### src/rtl/dmem_pkg.sv
// Shared types and constants for the data-memory controller.
package dmem_pkg;

    // Access sequencing states.
    typedef enum logic [1:0] {
        IDLE = 2'd0,
        BUSY = 2'd1,
        RESP = 2'd2
    } state_e;

    // Address regions seen by the decoder.
    typedef enum logic [1:0] {
        RGN_RAM      = 2'd0,
        RGN_MMIO     = 2'd1,
        RGN_UNMAPPED = 2'd2
    } region_e;

    // MMIO register offsets (addr[1:0] inside the MMIO page).
    localparam logic [1:0] MMIO_GPIO_OUT = 2'd0;
    localparam logic [1:0] MMIO_GPIO_IN  = 2'd1;
    localparam logic [1:0] MMIO_CYCLES   = 2'd2;
    localparam logic [1:0] MMIO_STATUS   = 2'd3;

    // Sticky error flag position inside STATUS.
    localparam int STATUS_ERR_BIT = 0;

    // RAM below DEPTH, MMIO when the address MSB is set, otherwise unmapped.
    function automatic region_e decode_region(input logic [31:0] addr,
                                              input int          width,
                                              input int          depth);
        if (addr < $unsigned(depth)) begin
            return RGN_RAM;
        end else if (addr[width-1]) begin
            return RGN_MMIO;
        end
        return RGN_UNMAPPED;
    endfunction

endpackage

### src/rtl/ram_sp.sv
// Single-port synchronous RAM with registered read data.
module ram_sp #(
    parameter int WIDTH = 17,
    parameter int DEPTH = 128
) (
    input  logic                     clk,
    input  logic                     we,
    input  logic [$clog2(DEPTH)-1:0] addr,
    input  logic [WIDTH-1:0]         wd,
    output logic [WIDTH-1:0]         rd
);

    logic [WIDTH-1:0] mem_q [DEPTH];

    // Write port and registered read port (read returns pre-write contents).
    // NOTE: the storage array deliberately has no reset; clearing it would
    // need one write per word and the contents are undefined at power-up.
    always_ff @(posedge clk) begin
        if (we) begin
            mem_q[addr] <= wd;
        end
        rd <= mem_q[addr];
    end

endmodule

### src/rtl/dmem_ctrl.sv
// Data-memory controller: wait-stated RAM access, MMIO page, error detection.
module dmem_ctrl
    import dmem_pkg::*;
#(
    parameter int WIDTH = 17,
    parameter int DEPTH = 128,
    parameter int WAIT  = 2
) (
    input  logic             clk,
    input  logic             reset,
    input  logic             req,
    input  logic             we,
    input  logic [WIDTH-1:0] addr,
    input  logic [WIDTH-1:0] wdata,
    output logic [WIDTH-1:0] rdata,
    output logic             stall,
    output logic             done,
    output logic             err,
    output logic [WIDTH-1:0] gpio_out,
    input  logic [WIDTH-1:0] gpio_in
);

    localparam int         AW       = $clog2(DEPTH);
    localparam logic [3:0] WAIT_CNT = 4'(WAIT);

    state_e           state_q, state_d;
    logic [3:0]       cnt_q, cnt_d;
    logic             capture, access;
    logic             we_q;
    logic [WIDTH-1:0] addr_q, wdata_q, rdata_q;
    logic             err_q, status_q;
    logic [WIDTH-1:0] gpio_out_q, sync1_q, sync2_q, cycles_q;
    logic [WIDTH-1:0] load_val, ram_rd;
    logic [AW-1:0]    ram_addr;
    logic             ram_we, mmio_hit;
    region_e          region;

    assign region   = decode_region(32'(addr_q), WIDTH, DEPTH);
    assign mmio_hit = access && we_q && (region == RGN_MMIO);
    // While idle the RAM sees the live core address so its registered read
    // is already valid by the commit edge, even with no wait states.
    assign ram_addr = (state_q == IDLE) ? addr[AW-1:0] : addr_q[AW-1:0];
    assign ram_we   = access && we_q && (region == RGN_RAM);

    ram_sp #(.WIDTH(WIDTH), .DEPTH(DEPTH)) u_ram (
        .clk  (clk),
        .we   (ram_we),
        .addr (ram_addr),
        .wd   (wdata_q),
        .rd   (ram_rd)
    );

    // State and wait counter register.
    // NOTE: sequential state uses non-blocking assignments so every flop
    // samples the pre-edge values regardless of block ordering.
    always_ff @(posedge clk or negedge reset) begin
        if (!reset) begin
            state_q <= IDLE;
            cnt_q   <= '0;
        end else begin
            state_q <= state_d;
            cnt_q   <= cnt_d;
        end
    end

    // Next-state logic: capture, count down wait states, access, respond.
    // NOTE: every output gets a default first so no path infers a latch.
    always_comb begin
        state_d = state_q;
        cnt_d   = cnt_q;
        capture = 1'b0;
        access  = 1'b0;
        unique case (state_q)
            IDLE: begin
                if (req) begin
                    state_d = BUSY;
                    cnt_d   = WAIT_CNT;
                    capture = 1'b1;
                end
            end
            BUSY: begin
                if (cnt_q != 4'd0) begin
                    cnt_d = cnt_q - 4'd1;
                end else begin
                    access  = 1'b1;
                    state_d = RESP;
                end
            end
            RESP:    state_d = IDLE;
            default: state_d = IDLE;
        endcase
    end

    // Load data source for the captured address.
    always_comb begin
        load_val = '0;
        if (region == RGN_RAM) begin
            load_val = ram_rd;
        end else if (region == RGN_MMIO) begin
            unique case (addr_q[1:0])
                MMIO_GPIO_OUT: load_val = gpio_out_q;
                MMIO_GPIO_IN:  load_val = sync2_q;
                MMIO_CYCLES:   load_val = cycles_q;
                default:       load_val[STATUS_ERR_BIT] = status_q;
            endcase
        end
    end

    // Request capture, access commit, MMIO writes and sticky error.
    always_ff @(posedge clk or negedge reset) begin
        if (!reset) begin
            we_q       <= 1'b0;
            addr_q     <= '0;
            wdata_q    <= '0;
            rdata_q    <= '0;
            err_q      <= 1'b0;
            status_q   <= 1'b0;
            gpio_out_q <= '0;
        end else begin
            if (capture) begin
                we_q    <= we;
                addr_q  <= addr;
                wdata_q <= wdata;
            end
            if (access) begin
                err_q <= (region == RGN_UNMAPPED);
                if (!we_q) begin
                    rdata_q <= load_val;
                end
            end
            if (mmio_hit && addr_q[1:0] == MMIO_GPIO_OUT) begin
                gpio_out_q <= wdata_q;
            end
            // A new error takes priority over a simultaneous clear.
            if (access && region == RGN_UNMAPPED) begin
                status_q <= 1'b1;
            end else if (mmio_hit && addr_q[1:0] == MMIO_STATUS && wdata_q[STATUS_ERR_BIT]) begin
                status_q <= 1'b0;
            end
        end
    end

    // Free-running cycle counter and two-flop GPIO input synchroniser.
    always_ff @(posedge clk or negedge reset) begin
        if (!reset) begin
            cycles_q <= '0;
            sync1_q  <= '0;
            sync2_q  <= '0;
        end else begin
            cycles_q <= cycles_q + 1'b1;
            sync1_q  <= gpio_in;
            sync2_q  <= sync1_q;
        end
    end

    assign rdata    = rdata_q;
    assign gpio_out = gpio_out_q;
    assign done     = (state_q == RESP);
    assign err      = (state_q == RESP) && err_q;
    assign stall    = req && (state_q != RESP) && reset;

endmodule

### config.mk
export PLATFORM = sky130hd
export DESIGN_NAME = dmem_ctrl
export DESIGN_NICKNAME = d
export VERILOG_FILES = /design/src/rtl/dmem_pkg.sv /design/src/rtl/ram_sp.sv /design/src/rtl/dmem_ctrl.sv
export SDC_FILE = /design/constraint.sdc
export NUM_CORES = 2
export LEC_CHECK = 0
export ABC_AREA = 1
export BUFFER_PORTS_ARGS = -buffer_cell sky130_fd_sc_hd__buf_2
export CAP_MARGIN = 10
export CORE_MARGIN = 5
export CORE_UTILIZATION = 47
export DETAILED_ROUTE_END_ITERATION = 8
export PLACE_DENSITY = 0.66
export SLEW_MARGIN = 20
export SYNTH_ARGS = -nofsm -noshare
export SYNTH_HDL_FRONTEND = slang
export SYNTH_SLANG_ARGS = --single-unit
### constraint.sdc
create_clock -name clk -period 3.4 [get_ports clk]
set_clock_uncertainty 0.15 [all_clocks]
set_input_delay 0.17 -clock clk [delete_from_list [all_inputs] [get_ports clk]]
set_output_delay 0.17 -clock clk [all_outputs]
set_load 0.02 [all_outputs]
==> metrics.md <==
| Metric | Value |
|---|---|
| Syn Std Cell Area | `approximately 100000 µm²` |
| Starting Density | `47.33%` |
| Internal | `62.76 mW` |
| Placed Cells | `~13000` |
| Required time of the critical path | `roughly 4000 ps` |
| Post-DP HPWL | `approximately 170 mm` |
| First-pass GRT wire length | `just over 400 mm` |
| Std-Cell Rows | `168` |
| Status | `finished, final reports clean` |
| Critical path fanouts, max | `59` |
| EDFF count, synth | `about 2200` |
| Max rail drop VDD | `roughly 0.0013 V` |
| Vias in the first global route | `around 65000` |
| Tcrit/Tclk final | `a little over nine tenths` |
| Die W | `around 470 µm` |
| Max_cap viols | `0` |
| Drt via density | `between 5 and 6` |
| Fin area | `between 100000 and 150000 µm²` |
| Worst reg2reg startpoint | `state_q[0]$_DFFE_PN0P_` |
| Max-slew headroom | `25.29%` |
| FF+latch count, synth | `roughly 2300` |
| Net Sw Power | `roughly 45 mW` |
| Clock latency on the worst-skew pair | `about 870 ps` |
| Main synth FF type | `edfxtp_1` |
| Initial detailed-routing violation count | `between 7000 and 8000` |
| I/O Pins | `between 90 and 100` |
| Largest cells by area after synthesis | `edfxtp_1 (66%), nand2_1 (11%), inv_1 (8.2%), nand3_1 (5.6%), dfrtp_1 (3.2%)` |
| Final Hold Viols | `0` |
| Max Slew Vio Count | `0` |
| GRT Util Overall | `approximately a quarter` |
| Setup crit start | `state_q[0]$_DFFE_PN0P_` |
| Pwr/cell area | `~930 nW/µm²` |
| Routed Antenna Nets | `0` |
| Net Sw Frac | `between 40% and 50%` |
| Syn-to-layout area delta | `16.33%` |
| Reg2reg setup slack | `about 57 ps` |
| Min-Delay Path Class | `register to register` |
| Async S/R FF share, synth | `under 10%` |
| Met1 WL | `roughly 110 mm` |
| Reg-to-Reg End | `u_ram.rd[15]$_DFF_P_` |
| Largest net degree at the start of global routing | `130` |
| Synth warn | `0` |
| Yosys cell types | `36` |
| Synth Area per Inst | `between 10 and 15 µm²` |
| Min Hold Slack | `approximately 200 ps` |
| GPL Wtd Cong | `roughly 0.93` |
| Cells on worst reg2reg path | `16` |
| Crit path time final | `3343 ps` |
| Highest metal used | `met5` |
| Register clock-pin slew on the reported worst setup and hold paths | `60 ps` |
| Routed wire length | `273.3 mm` |
| Post-route DRC | `0` |
| Final TNS setup | `0 ps` |
| Arrival time worst endpoint | `~4000 ps` |
| Clk root buf | `clkbuf_16` |
| Fmax | `between 200 and 300 MHz` |
| Die Y | `around 470 µm` |
| CTS Sinks | `between 2000 and 2500` |
| Placed inst area | `between 100000 and 150000 µm²` |
| Sequential share of power | `35.5%` |
| Combinational share of power | `roughly two fifths` |
| CTS max path bufs | `3` |
| Final setup viols | `0` |
| DR WL met3 | `between 20 and 30 mm` |
| Drt first pass iters | `6` |
| IO Port Bufs | `91` |
| Total number of vias | `between 60000 and 70000` |
| GR Overflow Total | `0` |
| Worst Setup EP | `u_ram.rd[15]$_DFF_P_` |
| WL/cell | `20.81 µm` |
| Critical path type | `register to register` |
| Startpoint Class | `register` |
| Core ar. | `around 210000 µm²` |
| Fill cells | `around 17000` |
| CTS tree | `done` |
| H-tree Lvls | `4` |
| Die area | `roughly 220000 µm²` |
| Sequential area share after synthesis | `between 60 and 70%` |
| Ratio of cells with drive above 1 in the final layout | `between 9 and 10%` |
| Met2 wire len | `between 100 and 150 mm` |
| Initial antenna violation count | `11` |
| Syn_nets | `about 9700` |
| Footprint of the multi-input gates | `20520 µm²` |
| Synth top area share | `about 66%` |
| Clock share of power | `between 20% and 30%` |
| Post-Layout Cell Count | `between 10000 and 15000` |
| TritonCTS buffer count | `about 230` |
| Synth area leader | `edfxtp_1` |
| Setup crit end kind | `register` |
| Top cells by count, synth | `nand2_1 (2812), edfxtp_1 (2176), inv_1 (2170)` |
| Most frequent cell after synthesis | `nand2_1` |
| Static Leak | `between 50 and 60 nW` |
| Worst Tran Pin Value | `about 1100 ps` |
| Syn Inst Count | `between 9000 and 10000` |
| Register area | `a little under 70000 µm²` |
| # nets final | `between 10000 and 15000` |
[flip-flops by register name, summed over array words and instances (netlist names)]
name         count
cycles_q        17
state_q          2
status_q         1
sync2_q         17
rdata           17
err_q            1
we_q             1
addr_q          17
sync1_q         17
wdata_q         17
gpio_out        17
u_ram.mem_q   2176
cnt_q            4
u_ram.rd        17
[critical path, stage by stage, from the launching register on]
cell     delay, ps
dfrtp_2        440
inv_2          100
nand2_2         80
nand2_1        170
nand2_8        130
buf_12         180
buf_12         150
buf_16         190
or2_2          310
nand3_1         70
nand4_1        190
nand2_1        130
nand2_1        170
nor2_1         180
nor2_1          90
nor2_4         260
nand2_2        120
[stage by stage]
| step | setup WS [ps] | total power [mW] | util, % |
|---|---|---|---|
| global route | -69.75 | 112.3 | 55.06 |
| floorplan | 410.7 | 60.82 | - |
| finish | 57.31 | 107.4 | 55.06 |
| CTS | 4.303 | 106.9 | 54.98 |
| global placement | -445.0 | 80.74 | 50.77 |
| detailed placement | -478.6 | 81.13 | 50.77 |
[cell usage in the layout, fill, tap and decap left out, types with 51 or more instances in the layout]
cell and count:
dlygate4sd3_1 120, dfrtp_1 109, nand3_1 1104, o21ai_1 91, o21ai_0 62, nor2_1 292, buf_2 90, buf_4 302
clkinv_1 51, nand4_1 174, buf_12 147, or2_2 68, inv_1 2170, edfxtp_1 2176, nand2_1 2808, clkbuf_1 53
clkbuf_16 234
[worst min path at each step]
stage	from	to	slack (ps)	cells past startpoint
floorplan	reset	addr_q[0]$_DFFE_PN0P_	-280	0
CTS	sync1_q[9]$_DFF_PN0_	sync2_q[9]$_DFF_PN0_	200	0
finish	sync1_q[9]$_DFF_PN0_	sync2_q[9]$_DFF_PN0_	200	0
detailed placement	reset	gpio_out[8]$_DFFE_PN0P_	50	1
global route	sync1_q[8]$_DFF_PN0_	sync2_q[8]$_DFF_PN0_	210	0
global placement	reset	sync2_q[5]$_DFF_PN0_	40	1
[power by group through the flow]
stage	Clock, mW	Combinational [mW]	Sequential [mW]
global route	26.7	47.5	38.1
global placement	0	42.2	38.5
finish	25.1	44.2	38.1
CTS	25.5	43.4	38.0
floorplan	0	22.1	38.8
detailed placement	0	42.6	38.6
[layer usage]
| metal | up-vias | track usage [%] |
|---|---|---|
| li1 | 31560 | - |
| met1 | 32560 | 33.34 |
| met3 | 544 | 4.974 |
| met4 | 8 | 8.637 |
| met5 | - | 0 |
| met2 | 3184 | 38.43 |
[repair_timing]
action	in CTS	in global routing
endpoints found under the setup margin	13	147
gates cloned	0	3
hold buffers	121	0
resized for setup	27	18
hold endpoints to repair	182	0
pin swaps	3	7
setup buffers	7	4
[cell families (layout without fill, tap and decap cells)]
family	after synthesis	count (layout)	synth area share (%)
multiplexers	3	3	0.03395
AND/OR/NAND/NOR	4508	4508	19.12
XOR/XNOR	15	15	0.1321
other	0	1	0
AO/OA/AOI/OAI	199	199	1.105
adder cells (fa/ha/maj)	2	2	0.02515
flip-flops	2321	2321	69.24
buffers and inverters	2599	3277	10.35
[cell type report]
type | count | area share (%)
well taps | 2805 | 3.032
diodes | 1 | 0.002162
clock buffers | 291 | 5.250
flip-flops and latches | 2321 | 59.58
multi-input cells | 4727 | 17.73
inverters | 2178 | 7.064
clock inverters | 136 | 1.186
repair buffers | 672 | 6.161
No activity file was read; power rests on OpenSTA's default activity.
